[config.mk]
export PLATFORM = sky130hd
export DESIGN_NAME = add_chk_delay
export DESIGN_NICKNAME = d
export VERILOG_FILES = /design/src/rtl/add_chk_pkg.sv /design/src/rtl/add_chk_delay.sv
export SDC_FILE = /design/constraint.sdc
export NUM_CORES = 1
export LEC_CHECK = 0
export CAP_MARGIN = 20
export CORE_AREA = 3 3 40 42
export CTS_BUF_LIST = sky130_fd_sc_hd__clkbuf_2 sky130_fd_sc_hd__clkbuf_4 sky130_fd_sc_hd__clkbuf_8
export CTS_CLUSTER_DIAMETER = 120
export CTS_CLUSTER_SIZE = 40
export DETAILED_ROUTE_END_ITERATION = 6
export DIE_AREA = 0 0 43 45
export PLACE_DENSITY = 0.5
export SETUP_SLACK_MARGIN = 0.15
export SYNTH_ARGS = -nofsm -noshare
export SYNTH_HDL_FRONTEND = slang
export SYNTH_SLANG_ARGS = --single-unit
[constraint.sdc]
create_clock -name clk -period 0.8 [get_ports clk]
set_input_delay 0.08 -clock clk [delete_from_list [all_inputs] [get_ports clk]]
set_output_delay 0.08 -clock clk [all_outputs]
set_load 0.005 [all_outputs]
[src/rtl/add_chk_pkg.sv]
// Shared encodings and default sizing for the adder checker.
// Pure declarations; no logic, no latency, no flow control.
package add_chk_pkg;

    localparam int DEF_WIDTH = 8;
    localparam int DEF_LAT   = 1;
    localparam int DEF_CNT_W = 16;

    typedef enum logic [1:0] {
        IDLE  = 2'd0,
        WARM  = 2'd1,
        CHECK = 2'd2,
        HALT  = 2'd3
    } state_t;

endpackage

[src/rtl/add_chk_delay.sv]
// LAT-stage shift pipeline carrying {valid, expected sum} alongside the adder under test.
// Latency LAT cycles; no backpressure, synchronous active-low reset flushes every stage.
module add_chk_delay
    import add_chk_pkg::*;
#(
    parameter int WIDTH = DEF_WIDTH,
    parameter int LAT   = DEF_LAT
) (
    input  logic             clk,
    input  logic             reset,
    input  logic             vld,
    input  logic [WIDTH-1:0] exp_dat,
    output logic             dly_vld,
    output logic [WIDTH-1:0] dly_dat
);

    logic [LAT-1:0]   vld_q;
    logic [WIDTH-1:0] dat_q [LAT];

    always_ff @(posedge clk) begin
        if (!reset) begin
            vld_q <= '0;
            for (int i = 0; i < LAT; i++) begin
                dat_q[i] <= '0;
            end
        end else begin
            vld_q[0] <= vld;
            dat_q[0] <= exp_dat;
            for (int i = 1; i < LAT; i++) begin
                vld_q[i] <= vld_q[i-1];
                dat_q[i] <= dat_q[i-1];
            end
        end
    end

    assign dly_vld = vld_q[LAT-1];
    assign dly_dat = dat_q[LAT-1];

endmodule

Word-level counts from Yosys, hierarchy flattened

Memory sizes are Yosys's and may differ from the RTL's.
Index checks and enable logic that the tools add are counted.

Flip-flop bits (word level): 1
RAM bits: 8
Input port bits: 11
Output and inout bits: 9
Word-level logic and storage cells: 7
Memories kept: 1

Muxes and demuxes: 4
Reductions and logical operators: 1

Memories:

| name  | words | bits a word | read ports | clocked after memory_dff | wr ports | line                | RTL |
|---|---|---|---|---|---|---|---|
| dat_q | 1     | 8           | 1          | 0                        | 1        | add_chk_delay.sv:18 | `logic [WIDTH-1:0] dat_q [LAT];` |

Operators by type and width:

| kind               | number |
|---|---|
| two-way mux 8 bit  | 1 |
| OR reduction 8 bit | 1 |
| two-way mux 1 bit  | 3 |

Logic depth before layout (Yosys ltp)

Gate-level depths: netlist of run 1.

Word-level depth: 3
Gate-level depth with buffers: 1
Depth with buffers taken out: 1

Worst setup path after synthesis of run 1

Ideal clock, no wire load.

Kind: register to output
From: mem dat_q[0][0] (netlist bit)
To: out dly_dat[0]
Arrival time: 0.298 ns
Required time: 0.720 ns
Setup slack: 0.422 ns
Stages on the path, launching flop included: 1
Buffers on the path: 0
Cell sequence: dfxtp_1

Word-level cells in the longest chain between the ends: 1

RTL lines:

| item                    | line                | RTL |
|---|---|---|
| start, declared         | add_chk_delay.sv:18 |  |
| memory read (1 x 8 bit) | n/a                 |  |
| end, declared           | add_chk_delay.sv:14 | `output logic [WIDTH-1:0] dly_dat` |

Every way passes these cells.

Worst setup path in the final report of run 1

From: mem dat_q[0][2] (netlist bit)
To: out dly_dat[2]

Same word-level chain as after synthesis.

==> flow_summary.json, run 1 <==
{
  "cts_made_buffers": 3,
  "holdCritPathClass": "primary input to register",
  "rsz0062_at_grt": "yes",
  "grt_max_degree": 10,
  "dr.pass1.iters": 2,
  "worstPathArrival_ns": 0.68,
  "cts_setup_buffers": 0,
  "ys_seq_area_share_pct": 76.2,
  "die_height_um": 45,
  "syn_nets": 29,
  "yosysTopAreaCellShare_pct": 76.2,
  "io_buffer_count": 19,
  "max_freq_mhz": 1320,
  "status": "completed",
  "cp-start-kind": "register",
  "dp_slack_ns": -0.138,
  "grt_use_total_pct": 6.87,
  "synth_area_sq_um": 236,
  "path_class": "register to output port",
  "core_sq_um": 1280,
  "cts_max_path_buffers": 2,
  "path_delay_family": "flip-flops",
  "maxCapViolCount": 0,
  "drtAntennaViolNets": 0,
  "whs_ns": 0.309,
  "num_antenna_cells": 0,
  "final_max_slew_viol_count": 0,
  "drt_iter0_markers": 1,
  "synthToLayoutAreaGrowth_pct": 81.5,
  "htree_levels": 1,
  "ctsRootBufferMaster": "clkbuf_4",
  "synth_area_leaders": "dfxtp_1 (76%), and2_1 (24%)",
  "viasPerCell": 3.54,
  "cp_data_required_time_ns": 0.72,
  "synth_cell_types": 2,
  "drc": 0,
  "drive_above_1_share_pct": 31.7,
  "tns_ns": 0,
  "peakVddDrop_mv": 0.933,
  "synth.avg_cell_area_sq_um": 13.1,
  "synth_common_cells": "and2_1 (9), dfxtp_1 (9)",
  "worst_slack_ns": 0.0444,
  "gp_congestion": 0.683,
  "slowest_stage": "dfxtp_1",
  "synth_top_area_cell": "dfxtp_1",
  "via_count": 198,
  "multi_input_area_sq_um": 56.3,
  "critPathCaptureType": "output port",
  "fin_util_pct": 33.4,
  "setup_viol": 0,
  "fin_crit_ns": 0.756,
  "synth_flop_cell": "dfxtp_1",
  "synth_edf_count": 0,
  "start_util_pct": 18.4,
  "cts_hold_buf": 0,
  "place_hpwl_um": 405,
  "dieArea_sq_um": 1940,
  "tightestPinTransition_ns": 0.209,
  "final_hold_viol_count": 0,
  "slew_headroom_pct": 86.1,
  "regArea_sq_um": 180,
  "fin_crit_sh_pct": 94.5,
  "path_cells": "buf_2",
  "async_flop_share_pct": 0,
  "clock_sinks": 9,
  "grt_overflow": 0,
  "routed_wl_um": 544,
  "grt_pass1_wl_um": 793,
  "worst-path-buf-inv": 1,
  "synth-seq-cells": 9,
  "critical_path.max_stage_delay_ns": 0.30,
  "clk_pin_slew_ns": 0.06,
  "cp_max_fo": 1,
  "synthCells": 18,
  "powerDensity_nw_per_um2": 2200,
  "grt_pass1_vias": 175,
  "pin_count": 20,
  "finalNetCount": 53,
  "die_x_um": 43,
  "wl_per_cell_um": 9.71,
  "cts_tree": "built",
  "nFillCells": 136,
  "yosysWarnings": 0,
  "row_count": 13,
  "p_leak_uw": 0.000201,
  "grt_antenna_before_repair": 0,
  "total_power_uw": 944
}
==> per-layer routing <==
| layer | vias to the layer above | routed length [um] | track usage (%) |
|---|---|---|---|
| li1 | 100 | - | - |
| met1 | 74 | 225 | 6.63 |
| met2 | 20 | 190 | 6.89 |
| met3 | 4 | 106 | 7.97 |
| met4 | 0 | 21 | 7.23 |
| met5 | - | 0 | 0 |
==> state kept, by name, summed over array words and instances, names as in the netlist <==
register / count
dly_vld: 1
dat_q: 8
==> final timing paths <==
kind | start | endpoint | slack, ns | depth (start not counted)
hold / removal | reset | dat_q[0][2] | 0.31 | 2
setup / recovery | dat_q[0][2] | dly_dat[2] | 0.04 | 1
==> cells by family after synthesis <==
logic type       Yosys count  synth area share [%]
flip-flops                 9                  76.2
AND/OR/NAND/NOR            9                  23.8
==> area by class of cell <==
| cell class | count | share of cell area [%] |
|---|---|---|
| timing repair buffer | 19 | 33.5 |
| sequential | 9 | 42.0 |
| clock buffer | 4 | 7.00 |
| multi-input combinational | 9 | 13.1 |
| tap | 15 | 4.37 |
==> layout by cell type, fill, tap and decap left out, drive strengths merged <==
| cell type | count |
|---|---|
| and2 | 9 |
| buf | 9 |
| clkbuf | 4 |
| clkdlybuf4s50 | 9 |
| dfxtp | 9 |
| dlygate4sd2 | 1 |
==> repair_timing <==
action / in CTS / in global routing
cloned: 0 / 0
setup endpoints to repair: 10 / 9
resized for setup: 37 / 0
==> power by group <==
group / total, uW / switching [uW] / internal, uW
logic: 91.7 / 25.3 / 66.4
clock network: 375 / 150 / 225
registers: 477 / 4.40 / 472
total: 944 / 179 / 764
==> metrics by stage <==
| step | area [sq um] | cells |
|---|---|---|
| 2_1_floorplan | 236 | 18 |
| 3_3_place_gp | 445 | 52 |
| 3_5_place_dp | 445 | 52 |
| 4_1_cts | 429 | 56 |
| 5_1_grt | 429 | 56 |
| 6_report | 429 | 56 |
Note: power is estimated with default switching activity, not from simulation.
==> inputs of run 2 (changes only) <==
- ABC_AREA: default -> 1
- CTS_BUF_LIST: sky130_fd_sc_hd__clkbuf_2 sky130_fd_sc_hd__clkbuf_4 sky130_fd_sc_hd__clkbuf_8 -> sky130_fd_sc_hd__clkbuf_4
- PLACE_DENSITY: 0.5 -> 0.55
==> flow_summary.json, run 2 <==
{
  "ctsRootBufferMaster": "clkbuf_4",
  "stdcell_area_sq_um": 457,
  "regMostFlops": "dat_q",
  "dr.pass1.iters": 1,
  "cp_max_fo": 1,
  "dieArea_sq_um": 1940,
  "cts_setup_buffers": 0,
  "cts_made_buffers": 3,
  "placed_area_sq_um": 472,
  "gp_congestion": 0.594,
  "yosysWarnings": 0,
  "viasPerCell": 3.34,
  "grt_antenna_before_repair": 0,
  "fin_crit_sh_pct": 92.4,
  "drt_iter0_markers": 0,
  "hp-start": "exp_dat[4]",
  "p_leak_uw": 0.000275,
  "synth_cell_types": 4,
  "final_max_slew_viol_count": 0,
  "die_height_um": 45,
  "final_hold_viol_count": 0,
  "peakVddDrop_mv": 0.903,
  "synth.avg_cell_area_sq_um": 9.25,
  "clk_pin_slew_ns": 0.06,
  "start_util_pct": 20.2,
  "routed_wl_um": 479,
  "synth-seq-cells": 9,
  "cts_tree": "built",
  "holdCritPathClass": "primary input to register",
  "slowest_stage": "dfxtp_1",
  "max_freq_mhz": 1350,
  "yosysTopAreaCellShare_pct": 69.6,
  "wl_per_cell_um": 7.15,
  "grt_use_total_pct": 6.42,
  "num_antenna_cells": 0,
  "fin_crit_ns": 0.739,
  "cp-start-kind": "register",
  "tightestPinTransition_ns": 0.0703,
  "synth_area_sq_um": 259,
  "hold_end": "dat_q[0][4]",
  "slew_headroom_pct": 95.3,
  "syn_nets": 39,
  "grt_pass1_vias": 208,
  "cts_hold_buf": 0,
  "status": "completed",
  "maxCapViolCount": 0,
  "synth_common_cells": "dfxtp_1 (9), inv_1 (9), nand2_1 (9), buf_6 (1)",
  "worstPathArrival_ns": 0.66,
  "ys_seq_area_share_pct": 69.6,
  "fin_util_pct": 35.5,
  "synth_flop_cell": "dfxtp_1",
  "row_count": 13,
  "synth_top_area_cell": "dfxtp_1",
  "final_common_cell": "clkdlybuf4s50_1",
  "synthToLayoutAreaGrowth_pct": 76.3,
  "critPathCaptureType": "output port",
  "synth_area_leaders": "dfxtp_1 (70%), inv_1 (13%), nand2_1 (13%)",
  "place_hpwl_um": 383,
  "synthCells": 28,
  "drtAntennaViolNets": 0,
  "via_count": 224,
  "critical_path.max_stage_delay_ns": 0.29,
  "drc": 0,
  "tns_ns": 0,
  "cp_data_required_time_ns": 0.72,
  "die_x_um": 43,
  "pin_count": 20,
  "cts_max_path_buffers": 2,
  "io_buffer_count": 19,
  "whs_ns": 0.350,
  "nFillCells": 144,
  "htree_levels": 1,
  "worst-path-buf-inv": 1,
  "powerDensity_nw_per_um2": 2080,
  "synth_edf_count": 0,
  "clock_sinks": 9,
  "path_cells": "buf_2",
  "rsz0062_at_grt": "yes",
  "setup_viol": 0,
  "drive_above_1_share_pct": 28.8,
  "path_class": "register to output port",
  "async_flop_share_pct": 0,
  "final_cell_mix": "clkdlybuf4s50_1 (10), nand2_1 (9), inv_1 (9), dfxtp_1 (9), buf_2 (9)",
  "grt_overflow": 0,
  "grt_max_degree": 6,
  "holdPathStages": 3,
  "largest_reg_flops": 8,
  "core_sq_um": 1280,
  "finalNetCount": 64,
  "path_delay_family": "flip-flops",
  "grt_pass1_wl_um": 821
}
-- run 2: changes by cell type after synthesis, sizes merged --
cell	change
nand2	+9
inv	+9
and2	-9
buf	+1
-- run 2: report_power, final --
| group | total (uW) | switching, uW | internal [uW] |
|---|---|---|---|
| logic | 104 | 32.7 | 71.1 |
| registers | 476 | 3.91 | 472 |
| clock network | 371 | 146 | 225 |
| total | 951 | 183 | 769 |
-- run 2: kinds of logic (layout without fill, tap and decap cells) --
logic type | count (synthesis) | in the layout | share of synthesized area [%]
buffers and inverters | 10 | 34 | 17.4
and+or+nand+nor | 9 | 9 | 13.0
DFF | 9 | 9 | 69.6
-- run 2: worst max path at each step --
| stage | startpoint | to | slack, ns | cells after the start |
|---|---|---|---|---|
| final | dat_q[0][2] | dly_dat[2] | 0.06 | 1 |
| after global routing | dat_q[0][6] | dly_dat[6] | 0.02 | 1 |
| after detailed placement | dat_q[0][5] | dly_dat[5] | -0.06 | 1 |
| after CTS | dat_q[0][5] | dly_dat[5] | 0.04 | 1 |
| after global placement | dat_q[0][0] | dly_dat[0] | -0.06 | 1 |
| after floorplan | reset | dat_q[0][6] | 0.42 | 3 |
-- run 2: layout make-up --
cell class | count | area (sq um) | share of cell area, %
Tap cell | 15 | 18.8 | 4.11
Sequential cell | 9 | 180 | 39.5
Multi-Input combinational cell | 9 | 33.8 | 7.40
Clock buffer | 4 | 30.0 | 6.58
Inverter | 9 | 33.8 | 7.40
Timing Repair Buffer | 21 | 160 | 35.1
-- run 2: metrics by stage --
stage / setup slack, ns / instances / power [uW]
after floorplan: 0.421 / 28 / 516
after global placement: -0.0599 / 63 / 615
after detailed placement: -0.0608 / 63 / 616
after CTS: 0.0446 / 67 / 976
after global routing: 0.0182 / 67 / 1020
final: 0.0605 / 67 / 951
-- run 2: per-layer routing --
layer | routed length, um | share of wire [%] | track usage [%]
met1 | 190 | 40 | 6.76
met3 | 70 | 15 | 3.59
met5 | 0 | 0 | 0
met2 | 218 | 46 | 9.28
met4 | 0 | 0 | 5.42
-- run 2: what timing repair did --
action	4_1_cts	5_1_grt
pin swaps	0	0
endpoints found under the setup margin	9	9
resized for setup	36	0
